File: config.mk
export PLATFORM = sky130hd
export DESIGN_NAME = xor_stream_encryptor
export DESIGN_NICKNAME = d
export VERILOG_FILES = /design/src/rtl/xor_stream_encryptor.sv
export SDC_FILE = /design/constraint.sdc
export NUM_CORES = 1
export LEC_CHECK = 0
export BUFFER_PORTS_ARGS = -buffer_cell sky130_fd_sc_hd__buf_2
export CELL_PAD_IN_SITES_DETAIL_PLACEMENT = 2
export CELL_PAD_IN_SITES_GLOBAL_PLACEMENT = 2
export CORE_ASPECT_RATIO = 0.8
export CORE_MARGIN = 3
export CORE_UTILIZATION = 35
export CTS_CLUSTER_DIAMETER = 30
export DETAILED_ROUTE_END_ITERATION = 10
export GPL_TIMING_DRIVEN = 0
export PLACE_DENSITY_LB_ADDON = 0.1
export SYNTH_ARGS = -nofsm -noshare
export SYNTH_HDL_FRONTEND = slang
export SYNTH_SLANG_ARGS = --single-unit
export TNS_END_PERCENT = 1
File: constraint.sdc
create_clock -name iClk -period 2.6 [get_ports iClk]
set_input_delay 0.52 -clock iClk [delete_from_list [all_inputs] [get_ports iClk]]
set_output_delay 0.52 -clock iClk [all_outputs]
set_load 0.01 [all_outputs]
File: src/rtl/xor_stream_encryptor.sv
// XOR stream encryptor: snapshots the assembled key and XORs each plaintext word with a cycling key segment.
// Optional XOR_KEY_ROTATE_EN: the key rotates left by one bit each time the segment index wraps.
module xor_stream_encryptor #(
  parameter  int DATA_W = 32,
  parameter  int KEY_W  = 512,
  localparam int SEGS   = KEY_W / DATA_W,
  localparam int SEG_W  = $clog2(SEGS)
) (
  input  logic              iClk,
  input  logic              iRst,
  input  logic [KEY_W-1:0]  iAssembled_key,
  input  logic              iCan_encrypt,
  input  logic [DATA_W-1:0] iData,
  input  logic              iData_valid,
  output logic              oData_ready,
  output logic [DATA_W-1:0] oCipher,
  output logic              oCipher_valid,
  input  logic              iCipher_ready,
  output logic [SEG_W-1:0]  oSeg_index,
  output logic [15:0]       oWord_count,
  output logic              oBusy
);

  typedef enum logic [1:0] {IDLE, LOAD, RUN} state_t;

  state_t             state, stateNext;
  logic [KEY_W-1:0]   keyReg;
  logic [DATA_W-1:0]  keySeg;
  logic               accept;
  logic               segWrap;

  always_ff @(posedge iClk or negedge iRst) begin
    if (!iRst) state <= IDLE;
    else       state <= stateNext;
  end

  always_comb begin
    stateNext = state;
    case (state)
      IDLE:    if (iCan_encrypt) stateNext = LOAD;
      LOAD:    stateNext = RUN;
      RUN:     if (!iCan_encrypt) stateNext = IDLE;
      default: stateNext = IDLE;
    endcase
  end

  // Output register may reload in the same cycle it is drained.
  assign oData_ready = (state == RUN) && (!oCipher_valid || iCipher_ready);
  assign accept      = iData_valid && oData_ready;
  assign oBusy       = (state == RUN);
  assign keySeg      = keyReg[oSeg_index*DATA_W +: DATA_W];
  assign segWrap     = (oSeg_index == SEG_W'(SEGS-1));

  always_ff @(posedge iClk or negedge iRst) begin
    if (!iRst) begin
      keyReg        <= '0;
      oCipher       <= '0;
      oCipher_valid <= 1'b0;
      oSeg_index    <= '0;
      oWord_count   <= '0;
    end else begin
      if (state == LOAD) begin
        keyReg      <= iAssembled_key;
        oSeg_index  <= '0;
        oWord_count <= '0;
      end
      if (accept) begin
        oCipher       <= iData ^ keySeg;
        oCipher_valid <= 1'b1;
        oSeg_index    <= segWrap ? '0 : oSeg_index + 1'b1;
        oWord_count   <= oWord_count + 16'd1;
`ifdef XOR_KEY_ROTATE_EN
        if (segWrap) keyReg <= {keyReg[KEY_W-2:0], keyReg[KEY_W-1]};
`endif
      end else if (oCipher_valid && iCipher_ready) begin
        oCipher_valid <= 1'b0;
      end
    end
  end

endmodule

# Word-level counts from Yosys, hierarchy flattened
# Cells that the tools add are included.
# classes
add_sub_neg	2
n_eq_ne	5
n_shift	1
mux	10
n_bitwise	1
n_reduce_logical	9
# op_table
cell	n
512-bit by 10-bit indexed part select with 32-bit output	1
16-bit two-way mux	2
32-bit bitwise XOR	1
16-bit by 1-bit adder with 16-bit output (second input constant)	1
4-bit two-way mux	3
2-bit one-hot mux with 3 select lines	1
4-bit by 1-bit adder with 4-bit output (second input constant)	1
4-bit == test (second input constant)	1
2-bit two-way mux	2
2-bit inequality test (second input constant)	2
2-bit nonzero test	2
1-bit logical AND	3
2-bit by 1-bit == test with 1-bit output (second input constant)	1
2-bit == test (second input constant)	1
2-bit zero test	1
1-bit two-way mux	2
2-bit AND reduction	1
1-bit zero test	1
1-bit logical OR	1
# word_totals
register_bits	567
inputBits	549
out_inout_bits	55
wordCells	34

# Longest topological paths before layout
# depth
ltp_word	5
ltp_mapped	9
depth_no_buf	6

# Worst setup path after synthesis
# OpenSTA, ideal clock, no wires.
# synth_timing
path_kind	reg-to-reg
startpoint	register oSeg_index[0]
endpoint	register oCipher[10]
setup_ps	132
t_arrival_ps	1724
t_required_ps	2468
path_slack_ps	743
path_stages_with_launch	9
n_path_buf	3
synth_period_minus_slack_ps	1857
cell_sequence	dfrtp_1 > buf_6 > buf_12 > buf_12 > mux4_2 > o22ai_1 > a21oi_1 > xnor2_1 > o21ai_1
# synth_via
elab_chain_len	2
# synth_lines
item	line	text
from (decl)	19	output logic [SEG_W-1:0] oSeg_index,
from (signal assigned)	70	oSeg_index <= segWrap ? '0 : oSeg_index + 1'b1;
512-bit by 10-bit indexed part select with 32-bit output	51	assign keySeg = keyReg[oSeg_index*DATA_W +: DATA_W];
32-bit bitwise XOR	68	oCipher <= iData ^ keySeg;
to (signal assigned)	68	
to (decl)	16	output logic [DATA_W-1:0] oCipher,
# Every way passes these cells.
# A chain may end at the register's enable or synchronous reset.

# Worst setup path after layout
# layout_timing
startpoint	register oSeg_index[2]
endpoint	register oCipher[1]
# The elaborated chain is that of the path after synthesis.

==> results by group <==
Status
  – Outcome: finished with violations
  – Failing checks: negative setup slack

Yosys
  – Mapped Cells: 2895
  – Post-synth EDFFs: 0
  – Mean Syn Cell Area: 9.10 µm²
  – Main flop type after synthesis: dfrtp_1
  – Register area share after synthesis: 0.538
  – Synthesis-stage register bit count: 567
  – Netlist cell types: 55
  – Post-synth ARST share: 1.00
  – Yosys warnings: 0
  – Mapped cell area: around 0.026 mm²
  – Synth Net Count: 3446

Pwr
  – Clock network power share: 0.347
  – Peak supply drop: approximately 0.73 mV
  – Internal power: 32400 µW
  – Pwr per Cell Area: approximately 1500 mW/mm²
  – Leak: 0.0189 µW
  – Switching power: 22100 µW
  – Combinational group share of total power: 0.361
  – Sequential share of power: 0.292
  – Switching Fraction: 0.406

Drt
  – Pre-Repair DR Iteration Count: 8
  – DRT iter0 DRCs: 1945
  – Detailed-route DRC error count: 0
  – Vias per inst: ~5.4
  – Wire per inst: ~30 µm
  – Antenna-violating nets left: 0
  – WL final: 147 mm
  – Via Count: 26700

Layout
  – Fraction of layout cells with a size suffix above 1: 0.268
  – Layout area overhead: 42.3%
  – Core Util, Final: 0.506
  – Design area: 0.0375 mm²
  – Final Non-Filler Cells: ~4900
  – Final nets: 4341

Clock network
  – H-tree levels: 4
  – Clk_lat worst skew: 0.73 ns
  – Reg clk slew, reported paths: 0.06 ns
  – TritonCTS clock tree: done
  – Post-CTS Setup Inserts: 0
  – Max clock buf depth: 3
  – Clock sinks: between 500 and 600
  – Clock Tree Root: clkbuf_16
  – Cts bufs inserted: 136

Timing
  – Final setup margin: -0.0719 ns
  – Unrepaired setup endpoints after global routing: yes
  – Fmax: 374 MHz
  – Worst-margin pin slew: 0.914 ns
  – Final Max Slew Viols: 0
  – Final Setup Violations: 6
  – Final Cycle Share: 1.03
  – Hold WS: 0.00418 ns
  – Slew headroom: 0.391
  – Final hold vios: 0
  – Clk_skew: ~0.027 ns
  – Final Critical Period: 2.67 ns

Critical path
  – Setup CP Type: reg2reg
  – Critical path's largest stage delay: 0.50 ns
  – CP Launch Type: flop
  – Worst Path Arrival: roughly 3.2 ns
  – Endpoint class of the critical path: flop
  – Required time worst endpoint: 3.17 ns
  – Worst-path cell chain: buf_2 > nand2b_1 > clkbuf_1 > o22ai_1 > a21oi_1 > xnor2_1 > o21ai_1
  – Slowest library cell on the worst path: clkbuf_1
  – CP Max Fanout: 10

Placement
  – Cells after DPL: 4504
  – Placer Congestion: around 0.88
  – Post-DP Area: roughly 0.031 mm²
  – Final HPWL DP: 98.6 mm
  – Pre-CTS WS: -0.792 ns
  – IO buf count: between 600 and 700

Die
  – Die X: 313 µm
  – DIE AREA: 0.0786 mm²
  – Row count: 89
  – Die height: 251 µm
  – Core footprint: 0.0742 mm²
  – Top Ports: 604
  – Starting density of the core: 0.355

Global route
  – Final global-route overflow total: 0
  – Gr usage total: 0.368
  – Initial antenna violation count: 27
  – Number of global-route vias before repair: 31100
  – First-pass GRT wire length: 211 mm
  – Pin count of the biggest net entering global routing: 121

Worst hold path
  – Min-delay worst type: in2reg

Flow run
  – Max-Cap Viols: 0
path summary, 6_finish.rpt:
kind	slack, ns	depth (start not counted)	end	from
hold / removal	0.004	3	keyReg[312]	iAssembled_key[312]
max in group asynchronous	0.44	5	keyReg[237]	iRst
setup / recovery	-0.07	7	oCipher[1]	oSeg_index[2]
setup reg to reg	-0.07	7	oCipher[1]	oSeg_index[2]
hold reg to reg	0.48	2	keyReg[453]	keyReg[453]
min in group asynchronous	0.28	2	keyReg[4]	iRst
Yosys cell counts, types with 11 or more instances:
library cell  number  area share
nor2_1            31      0.0044
a21oi_1           11      0.0021
a211oi_2          15      0.0071
buf_1             12      0.0017
mux4_2            68       0.058
xnor2_1           12      0.0040
o21ai_0           25      0.0047
or2_1             15      0.0036
o211ai_1          19      0.0054
buf_6             12      0.0051
mux2i_1          136       0.052
or4_1             15      0.0043
clkbuf_1         121       0.017
nor3_1            17      0.0032
a22oi_1           50       0.014
o22ai_1           17      0.0040
dfrtp_1          567        0.54
nand3_1           23      0.0044
o21ai_1           12      0.0023
nand2_1         1585        0.23
buf_2             29      0.0055
cell type report:
type,instances,area [µm²]
flip-flops and latches,567,14200
well taps,1001,1250
repair buffers,757,4660
clock inverters,75,1180
fillers,7788,36700
plain buffers,185,936
multi-input cells,2137,11400
inverters,6,22.5
clock buffers,175,3790
diodes,12,30.0
critical path, delay by kind of cell, from the launching register on:
family,cells,cell delay (ns)
AND/OR/NAND/NOR,1,0.35
flip-flops,1,0.42
XOR/XNOR,1,0.18
buffers and inverters,2,0.75
AO/OA/AOI/OAI,3,0.81
kinds of logic after synthesis:
kind of cell / share of synthesized area
adders and majority gates: 0.000950
xor gates and xnor gates: 0.00399
AOI/OAI and AO/OA: 0.0504
DFF: 0.538
muxes: 0.114
and+or+nand+nor: 0.257
buffers and inverters: 0.0350
layer usage:
metal | vias up | global-route usage | part of all wire
li1 | 11300 | - | -
met1 | 13800 | 0.432 | 0.38
met2 | 1164 | 0.610 | 0.48
met3 | 387 | 0.105 | 0.078
met4 | 16 | 0.208 | 0.055
met5 | - | 0 | 0.00070
sequential cells by signal, summed over array words and instances, names as in the netlist:
signal / flops
keyReg: 512
oCipher: 32
oWord_count: 16
oSeg_index: 4
state: 2
oCipher_valid: 1
stage by stage:
stage                     power [µW]  TNS [ns]
after floorplan                25300         0
after detailed placement       33500    -74.59
after global routing           56800     -3.39
after CTS                      53400     -1.23
after global placement         32400  -6269.45
final                          54400    -0.170
cells in the final DEF (no fill, tap or decap), types with 9 or more instances in the layout:
| cell | count |
|---|---|
| nand2_1 | 1585 |
| buf_2 | 629 |
| dfrtp_1 | 567 |
| dlygate4sd3_1 | 149 |
| clkbuf_16 | 137 |
| mux2i_1 | 136 |
| clkbuf_1 | 116 |
| mux4_2 | 68 |
| nor2_1 | 31 |
| a22oi_1 | 31 |
| o21ai_0 | 25 |
| bufinv_16 | 25 |
| nand3_1 | 23 |
| clkbuf_8 | 22 |
| clkbuf_2 | 19 |
| o211ai_1 | 19 |
| a22oi_2 | 19 |
| clkinv_2 | 19 |
| nor3_1 | 17 |
| or2_1 | 15 |
| or4_1 | 15 |
| a211oi_2 | 15 |
| buf_6 | 14 |
| buf_1 | 14 |
| diode_2 | 12 |
| xnor2_1 | 12 |
| o21ai_1 | 12 |
| a21oi_1 | 11 |
| mux2_2 | 10 |
| inv_6 | 10 |
| o22ai_1 | 9 |
| clkinvlp_4 | 9 |
power by group through the flow:
stage | Clock, µW | Sequential [µW] | Combinational (µW)
after CTS | 18800 | 15600 | 19000
after detailed placement | 0 | 15500 | 18000
after global placement | 0 | 15200 | 17200
after global routing | 19500 | 16300 | 21100
after floorplan | 0 | 14800 | 10600
final | 18900 | 15900 | 19700
what timing repair did:
action	in CTS	in global routing
pin swaps	0	1
endpoints found under the hold margin	183	0
gates resized for setup	34	41
hold buffers	149	0
endpoints found under the setup margin	338	316
Note: power is estimated with default switching activity, not from simulation.
